===== src/rtl/peripheral_mpi_pkg.sv =====
// Shared types and defaults for the MPI NoC store-and-forward packet buffer.
package peripheral_mpi_pkg;

   localparam int FLIT_WIDTH_DEF = 32;

   typedef enum logic {
      ACCEPT  = 1'b0,
      DISCARD = 1'b1
   } buf_state_t;

   typedef struct packed {
      logic                      last;
      logic [FLIT_WIDTH_DEF-1:0] data;
   } flit_t;

   // Length counter must hold MAX_PKT_LEN+1 to detect the overflowing flit.
   function automatic int len_width(input int max_len);
      return $clog2(max_len + 2);
   endfunction

endpackage


===== src/rtl/peripheral_mpi_flit_ram.sv =====
// Flit storage: one synchronous write port, one asynchronous (fall-through) read port.
module peripheral_mpi_flit_ram #(
   parameter int WIDTH = 33,
   parameter int DEPTH = 16,
   localparam int ADDR_W = $clog2(DEPTH)
) (
   input  logic              clk,
   input  logic              we,
   input  logic [ADDR_W-1:0] waddr,
   input  logic [WIDTH-1:0]  wdata,
   input  logic [ADDR_W-1:0] raddr,
   output logic [WIDTH-1:0]  rdata
);

   logic [WIDTH-1:0] mem [DEPTH];

   always_ff @(posedge clk) begin
      if (we) begin
         mem[waddr] <= wdata;
      end
   end

   assign rdata = mem[raddr];

endmodule


===== src/rtl/peripheral_mpi_noc_pkt_buffer.sv =====
// Store-and-forward packet buffer: packets become visible only once complete;
// oversize packets are rolled back and the rest of them swallowed.
module peripheral_mpi_noc_pkt_buffer
   import peripheral_mpi_pkg::*;
#(
   parameter int FLIT_WIDTH  = FLIT_WIDTH_DEF,
   parameter int DEPTH       = 16,
   parameter int MAX_PKT_LEN = 8
) (
   input  logic                      clk,
   input  logic                      rst,
   input  logic [FLIT_WIDTH-1:0]     noc_in_flit,
   input  logic                      noc_in_last,
   input  logic                      noc_in_valid,
   output logic                      noc_in_ready,
   output logic [FLIT_WIDTH-1:0]     noc_out_flit,
   output logic                      noc_out_last,
   output logic                      noc_out_valid,
   input  logic                      noc_out_ready,
   output logic [$clog2(DEPTH):0]    pkt_count,
   output logic                      drop
);

   localparam int PTR_W = $clog2(DEPTH);
   localparam int CNT_W = PTR_W + 1;
   localparam int LEN_W = len_width(MAX_PKT_LEN);

   localparam logic [PTR_W:0]   PTR_ONE   = 1;
   localparam logic [PTR_W:0]   PTR_DEPTH = DEPTH;
   localparam logic [CNT_W-1:0] CNT_ONE   = 1;
   localparam logic [LEN_W-1:0] LEN_ONE   = 1;
   localparam logic [LEN_W-1:0] LEN_MAX   = MAX_PKT_LEN;

   buf_state_t       state_reg, state_next;
   logic [PTR_W:0]   rd_ptr_reg;
   logic [PTR_W:0]   wr_commit_reg;
   logic [PTR_W:0]   wr_spec_reg;
   logic [CNT_W-1:0] pkt_count_reg;
   logic [LEN_W-1:0] pkt_len_reg;
   logic             drop_reg;

   logic [PTR_W:0]   fill_spec;
   logic             full;
   logic [LEN_W-1:0] pkt_len_inc;
   logic             oversize;
   logic             in_fire;
   logic             out_fire;
   logic             accept_fire;
   logic             wr_en;
   logic             commit;
   logic             rollback;
   logic             pop_last;
   logic [FLIT_WIDTH:0] ram_wdata;
   logic [FLIT_WIDTH:0] ram_rdata;

   assign fill_spec   = wr_spec_reg - rd_ptr_reg;
   assign full        = (fill_spec == PTR_DEPTH);
   assign pkt_len_inc = pkt_len_reg + LEN_ONE;
   assign oversize    = (pkt_len_inc > LEN_MAX);

   assign in_fire     = noc_in_valid && noc_in_ready;
   assign out_fire    = noc_out_valid && noc_out_ready;
   assign accept_fire = in_fire && (state_reg == ACCEPT);
   assign wr_en       = accept_fire && !oversize;
   assign commit      = wr_en && noc_in_last;
   assign rollback    = accept_fire && oversize;
   assign pop_last    = out_fire && ram_rdata[FLIT_WIDTH];

   // ---------------- FSM ----------------
   always_ff @(posedge clk) begin
      if (rst) begin
         state_reg <= ACCEPT;
      end else begin
         state_reg <= state_next;
      end
   end

   always_comb begin
      state_next = state_reg;
      case (state_reg)
         ACCEPT: begin
            if (rollback && !noc_in_last) begin
               state_next = DISCARD;
            end
         end
         DISCARD: begin
            if (in_fire && noc_in_last) begin
               state_next = ACCEPT;
            end
         end
         default: state_next = ACCEPT;
      endcase
   end

   always_comb begin
      noc_in_ready = 1'b1;
      if (state_reg == ACCEPT) begin
         noc_in_ready = !full;
      end
   end

   // ---------------- Pointers and counters ----------------
   always_ff @(posedge clk) begin
      if (rst) begin
         rd_ptr_reg    <= '0;
         wr_commit_reg <= '0;
         wr_spec_reg   <= '0;
         pkt_count_reg <= '0;
         pkt_len_reg   <= '0;
         drop_reg      <= 1'b0;
      end else begin
         drop_reg <= rollback;

         // Rollback only rewinds the speculative pointer; a concurrent pop is unaffected.
         if (rollback) begin
            wr_spec_reg <= wr_commit_reg;
         end else if (wr_en) begin
            wr_spec_reg <= wr_spec_reg + PTR_ONE;
         end

         if (commit) begin
            wr_commit_reg <= wr_spec_reg + PTR_ONE;
         end

         if (commit || rollback) begin
            pkt_len_reg <= '0;
         end else if (wr_en) begin
            pkt_len_reg <= pkt_len_inc;
         end

         if (out_fire) begin
            rd_ptr_reg <= rd_ptr_reg + PTR_ONE;
         end

         case ({commit, pop_last})
            2'b10:   pkt_count_reg <= pkt_count_reg + CNT_ONE;
            2'b01:   pkt_count_reg <= pkt_count_reg - CNT_ONE;
            default: pkt_count_reg <= pkt_count_reg;
         endcase
      end
   end

   // ---------------- Storage ----------------
   assign ram_wdata = {noc_in_last, noc_in_flit};

   peripheral_mpi_flit_ram #(
      .WIDTH (FLIT_WIDTH + 1),
      .DEPTH (DEPTH)
   ) u_flit_ram (
      .clk   (clk),
      .we    (wr_en),
      .waddr (wr_spec_reg[PTR_W-1:0]),
      .wdata (ram_wdata),
      .raddr (rd_ptr_reg[PTR_W-1:0]),
      .rdata (ram_rdata)
   );

   // pkt_count only counts committed packets, so the head is never uncommitted data.
   assign noc_out_valid = (pkt_count_reg != '0);
   assign noc_out_flit  = ram_rdata[FLIT_WIDTH-1:0];
   assign noc_out_last  = noc_out_valid && ram_rdata[FLIT_WIDTH];
   assign pkt_count     = pkt_count_reg;
   assign drop          = drop_reg;

endmodule


===== config.mk =====
export PLATFORM = sky130hd
export DESIGN_NAME = peripheral_mpi_noc_pkt_buffer
export DESIGN_NICKNAME = d
export VERILOG_FILES = /design/src/rtl/peripheral_mpi_pkg.sv /design/src/rtl/peripheral_mpi_flit_ram.sv /design/src/rtl/peripheral_mpi_noc_pkt_buffer.sv
export SDC_FILE = /design/constraint.sdc
export NUM_CORES = 1
export LEC_CHECK = 0
export ABC_CLOCK_PERIOD_IN_PS = 5330
export BUFFER_PORTS_ARGS = -buffer_cell sky130_fd_sc_hd__buf_2
export CORE_MARGIN = 4
export CORE_UTILIZATION = 40
export CTS_BUF_LIST = sky130_fd_sc_hd__clkbuf_16
export CTS_CLUSTER_DIAMETER = 30
export DETAILED_ROUTE_END_ITERATION = 10
export SETUP_SLACK_MARGIN = 0.2
export SLEW_MARGIN = 20
export SYNTH_ARGS = -nofsm -noshare
export SYNTH_HDL_FRONTEND = slang
export SYNTH_SLANG_ARGS = --single-unit

===== constraint.sdc =====
create_clock -name clk -period 5.33 [get_ports clk]
set_input_delay 0.533 -clock clk [delete_from_list [all_inputs] [get_ports clk]]
set_output_delay 0.533 -clock clk [all_outputs]
set_load 0.02 [all_outputs]

; After elaboration in Yosys (flattened, before gate mapping)
; Memories as Yosys holds them, arrays and structs flattened. A register that Yosys moved wholly into a read port is not among the register bits.
; Index checks and enable logic that the tools add are counted.
[totals]
register_bits = 26
latch_bits = 0
mem_bits_rw = 528
rom_bits = 0
in_bits = 37
output_inout_bits = 41
wordCells = 48
memories = 1
[mem_list]
columns = memory, depth, word_bits, read_ports, rd_ports_with_merged_regs, write_ports, line
row1 = u_flit_ram.mem, 16, 33, 1, 1, 1, peripheral_mpi_flit_ram.sv:15  ; logic [WIDTH-1:0] mem [DEPTH];
[op_classes]
add_sub_neg = 6
n_mul = 0
div_mod_pow = 0
order_cmp = 1
eq_ne = 3
shift = 0
mux = 11
bitwise_logic = 1
reduce_logical = 18
[op_table]
columns = cell, n
row1 = $add 5x1->5 const B, 3
row2 = $logic_and 1x1->1, 10
row3 = $mux 5, 2
row4 = $pmux 5 s2, 1
row5 = $mux 4, 2
row6 = $eq 5x5->1 const B, 1
row7 = $mux 1, 5
row8 = $reduce_bool 5->1, 1
row9 = $sub 5x1->5 const B, 1
row10 = $sub 5x5->5, 1
row11 = $add 4x1->4 const B, 1
row12 = $gt 4x4->1 const B, 1
row13 = $reduce_bool 2->1, 2
row14 = $logic_not 1->1, 3
row15 = $eq 2x1->1 const B, 1
row16 = $eq 2x2->1 const B, 1
row17 = $pmux 1 s2, 1
row18 = $reduce_or 2->1, 1
row19 = $logic_or 1x1->1, 1
row20 = $not 1->1, 1

; Logic depth before layout (Yosys ltp)
[logic_depth]
depth_word = 10
ltp_mapped = 17
mapped_depth_nobuf = 15

; Hierarchy
; From an unflattened synthesis, not the netlist that was laid out.
[hier_totals]
cells_unflattened = 1012
area_unflattened_um2 = 21525.6
[modules_own_cells]
columns = mod, n_inst, cells_each, area_per_inst_um2, seq_area_each_um2
row1 = peripheral_mpi_flit_ram, 1, 831, 19970.4, 15855.2
row2 = peripheral_mpi_noc_pkt_buffer, 1, 181, 1555.2, 520.5

; Least setup slack after synthesis
; No wires, ideal clock.
[synth_path]
path_kind = flip-flop to flip-flop
from = register wr_spec_reg[0]
to = memory u_flit_ram.mem[0][0] (enable)
setup_time_ns = 0.464
arrival_time_ns = 3.607
t_required_ns = 4.866
slack_ns = 1.259
path_stages_with_launch = 9
n_path_buf = 0
synth_period_minus_slack_ns = 4.071
cell_sequence = dfxtp_1 > inv_1 > ha_1 > nor3b_2 > xnor2_1 > nor4_2 > inv_2 > nand4_1 > nor3_1
[synth_via]
elab_chain_len = 9
[synth_rtl]
columns = element, line
row1 = "start, declared", peripheral_mpi_noc_pkt_buffer.sv:37  ; logic [PTR_W:0] wr_spec_reg;
row2 = "start signal, assigned", peripheral_mpi_noc_pkt_buffer.sv:116  ; wr_spec_reg <= wr_commit_reg;
row3 = "start signal, assigned", peripheral_mpi_noc_pkt_buffer.sv:118  ; wr_spec_reg <= wr_spec_reg + PTR_ONE;
row4 = $sub 5x5->5, peripheral_mpi_noc_pkt_buffer.sv:56  ; assign fill_spec = wr_spec_reg - rd_ptr_reg;
row5 = $eq 5x5->1, peripheral_mpi_noc_pkt_buffer.sv:57  ; assign full = (fill_spec == PTR_DEPTH);
row6 = $logic_not 1->1, peripheral_mpi_noc_pkt_buffer.sv:98  ; noc_in_ready = !full;
row7 = $mux 1, peripheral_mpi_noc_pkt_buffer.sv:97  ; if (state_reg == ACCEPT) begin
row8 = $logic_and 1x1->1, peripheral_mpi_noc_pkt_buffer.sv:61  ; assign in_fire = noc_in_valid && noc_in_ready;
row9 = $logic_and 1x1->1, peripheral_mpi_noc_pkt_buffer.sv:63  ; assign accept_fire = in_fire && (state_reg == ACCEPT);
row10 = $logic_and 1x1->1, peripheral_mpi_noc_pkt_buffer.sv:64  ; assign wr_en = accept_fire && !oversize;
row11 = $mux 1, peripheral_mpi_flit_ram.sv:18  ; if (we) begin
row12 = $mux 1 (not written as such), peripheral_mpi_flit_ram.sv:19  ; mem[waddr] <= wdata;
row13 = "end, declared", peripheral_mpi_flit_ram.sv:15
; Parallel ways exist; a longest one is shown, timed or not.

; Final worst setup path
[layout_path]
from = register wr_spec_reg[2]
to = register pkt_count_reg[4], in the netlist pkt_count[4]
[layout_via]
elab_chain_len = 10
elab_cells_between_ends = 12
cone_classes = add/sub (1) / eq/ne (3) / mux (2) / reduce/logical (6)
[layout_rtl]
columns = element, line
row1 = $sub 5x5->5 (*), peripheral_mpi_noc_pkt_buffer.sv:56
row2 = $eq 5x5->1 (*), peripheral_mpi_noc_pkt_buffer.sv:57
row3 = $logic_not 1->1 (*), peripheral_mpi_noc_pkt_buffer.sv:98
row4 = $mux 1 (*), peripheral_mpi_noc_pkt_buffer.sv:97
row5 = $logic_and 1x1->1 (*), peripheral_mpi_noc_pkt_buffer.sv:61
row6 = $logic_and 1x1->1 (*), peripheral_mpi_noc_pkt_buffer.sv:63
row7 = $logic_and 1x1->1 (*), peripheral_mpi_noc_pkt_buffer.sv:64
row8 = $logic_and 1x1->1 (*), peripheral_mpi_noc_pkt_buffer.sv:65  ; assign commit = wr_en && noc_in_last;
row9 = $eq 2x1->1 / $eq 2x2->1 (equally long branches), peripheral_mpi_noc_pkt_buffer.sv:135  ; case ({commit, pop_last})
row10 = $pmux 5 s2 / $reduce_bool 2->1 (equally long branches), n/a
row11 = "end signal, assigned", peripheral_mpi_noc_pkt_buffer.sv:136  ; 2'b10: pkt_count_reg <= pkt_count_reg + CNT_ONE;
row12 = "end signal, assigned", peripheral_mpi_noc_pkt_buffer.sv:137  ; 2'b01: pkt_count_reg <= pkt_count_reg - CNT_ONE;
row13 = "end signal, assigned", peripheral_mpi_noc_pkt_buffer.sv:138  ; default: pkt_count_reg <= pkt_count_reg;
row14 = "end, declared", peripheral_mpi_noc_pkt_buffer.sv:38  ; logic [CNT_W-1:0] pkt_count_reg;
; Mark *: on every way between the ends. The rest lies on a longest branch, timed or not.
; A chain may end at the register's enable or synchronous reset.

==> qor.txt <==
Largest net degree at the start of global routing -> 90
CTS H-tree lvls -> 3
#FFs+latches synth -> 558
Final Net Count -> 1166
Post-Synth Simple-Gate Area -> 0.0211
DRT met1 WL -> 20600 um
Fmax -> 243 MHz
Worst-path clk slew -> 0.04 ns
Dominant synthesized flop cell -> edfxtp_1
Most common cell after layout, fill and taps aside -> edfxtp_1
Highest routed layer -> met5
Largest register FFs -> 528
Via count -> 10249
Post-Synthesis Cell Area -> 21800 um^2
Sequential-to-total area share from yosys stat -> 0.755
Top Ports -> 78
Placed Instances -> 1697
Post-synth EDFFs -> 528
DIE AREA -> 58300 um^2
Synth Area in XOR/XNOR -> 0.00603
Total congestion overflow -> 0
Post-synthesis adder-cell area fraction -> 0.00803
Worst Tran Pin Value -> 1.05 ns
Status -> finished, final reports clean
Synth top area share -> 0.727
Netlist cell types -> 55
CP Max Fanout -> 13
Slew Limit Fails -> 0
Hold-fix buffers at CTS -> 0
Critical path required time -> 5.85 ns
Die Y -> 241 um
Complex-gate fraction of the synthesized area -> 0.0153
Core area -> 53900 um^2
Tmin final -> 4.12 ns
Layout Skew -> 0.0223 ns
CP startpoint -> wr_spec_reg[2]$_SDFFE_PP0P_
Initial Utilization -> 0.404
Most frequent cells in the layout -> edfxtp_1, mux4_2, clkbuf_16
Port-buffer cells -> 77
DP HPWL -> 24600 um
Largest family of logic cells by synthesized area -> multiplexers
Reg with most FFs -> u_flit_ram.mem
Setup Fix Bufs, Post-CTS -> 0
Count of final setup violators -> 0
CTS root buf -> clkbuf_16
Top post-synthesis cells by area -> edfxtp_1, mux4_2, mux4_1, dfxtp_1, ha_1
Slew Limit Headroom -> 0.299
Number of remaining DRC errors -> 0
R2r setup slk -> 1.21 ns
CTS tree -> built
Rows -> 85
GRT Total Usage -> 0.161
Final hold violation count -> 0
WL per Instance -> 24.3 um
RePlAce Congestion -> 0.747
Area leader, netlist -> edfxtp_1
CTS max path bufs -> 3
Max_cap viols -> 0
Vias in the first global route -> 10967
Vias/cell -> 5.38
Ys Warns -> 0
Placed Area -> 23000 um^2
RSZ-0062 raised after global routing -> false
Leakage power -> 8.70 nW
Pwr Density -> 464 nW/um^2
Final non-filler cell total -> 1905
Mux contribution to synthesized area -> 0.178
Hold crit path type -> in -> reg
Hold_ws -> 0.161 ns
Met2 wire len -> 22400 um
1st-iter DRT viols -> 789
CP arrival -> 4.64 ns
Max VDD drop -> 246 uV
Critical Setup Path Class -> reg -> reg
Crit end category -> register
Layout cells sized above 1 -> 0.344
Met3 WL -> 2560 um
Reg-to-Reg Start -> wr_spec_reg[2]$_SDFFE_PP0P_
Post-Synthesis Net Count -> 999
Hold path start -> noc_in_valid
Post-cts sizing count -> 0
Post-synth ARST share -> 0
Final WL -> 46300 um
Die width -> 241 um
CTS Sinks -> 558
Synthesized instance count -> 948
Finished Cell Area -> 26600 um^2
Num CTS Buffers -> 112
Setup_tns -> 0 ns
Final ANT Viol Nets -> 0
Mapped Avg Cell Area -> 23.0 um^2
Area delta synth->final -> 21.9%
Final Cycle Share -> 0.773
Global-route wire length before repair -> 69200 um
Critical path launch point type -> register
Clk_lat worst skew -> 0.64 ns
Drt first pass iters -> 5
Initial antenna violation count -> 2
power breakdown:
part	switching, mW	leakage (nW)	internal, mW
sequential	0.0664	5.02	4.88
clock	2.17	1.81	4.15
combinational	0.545	1.87	0.528
cell families after synthesis:
kind of cell / Yosys count
mux: 169
compound gates: 48
fa+ha+maj: 14
simple gates: 86
xor+xnor: 15
flops: 558
buf+inv: 58
layout make-up:
class                      instances  area (um^2)
clock inverter                    94          708
inverter                           9         33.8
antenna                            1         2.50
multi-input combinational        332         5090
timing repair buffer             102          586
tap                              696          871
sequential                       558        16500
fill                            4284        27300
clock buffer                     113         2830
cell usage after synthesis (all sizes together), types with 4 or more instances:
cell / number
nor3: 6
nor2b: 4
nor3b: 4
and2: 4
xor2: 8
ha: 14
a21oi: 13
edfxtp: 528
clkbuf: 21
nand2b: 6
dfxtp: 30
inv: 9
mux4: 164
xnor2: 7
nand4: 8
buf: 28
o21ai: 9
a211oi: 4
nand3: 7
nor2: 30
nand2: 6
routing by layer:
metal	up-vias	track usage
met5	-	0
met4	2	0.0440
met3	64	0.0444
met2	271	0.256
met1	5452	0.223
li1	4460	-
worst paths after layout:
check,endpoint,depth (start not counted)
worst max-delay path,pkt_count[4]$_SDFFE_PP0P_,13
worst min-delay path,state_reg$_SDFF_PP0_,2
worst max register to register,pkt_count[4]$_SDFFE_PP0P_,13
worst min register to register,wr_commit_reg[1]$_SDFFE_PP0P_,2
per-stage QoR:
stage               total power [mW]  utilization  setup WS, ns
finish                          12.3        0.493          1.21
global route                    12.8        0.493         0.899
CTS                             12.5        0.493          1.08
detailed placement              6.12        0.427          1.22
global placement                6.11        0.427          1.32
floorplan                       5.86            -          1.26
critical path: stages (launching register included):
cell and delay (ns):
dfxtp_1 0.64, ha_1 0.34, xnor2_1 0.15, nor4_2 0.87, nor2_1 0.24, inv_1 0.14, ha_1 0.36, xor2_1 0.18
ha_1 0.20, nor2_1 0.06, nor3b_1 0.17, o21ai_0 0.11, a31oi_1 0.19, mux2_2 0.35
Power figures use the tool's default switching activity.
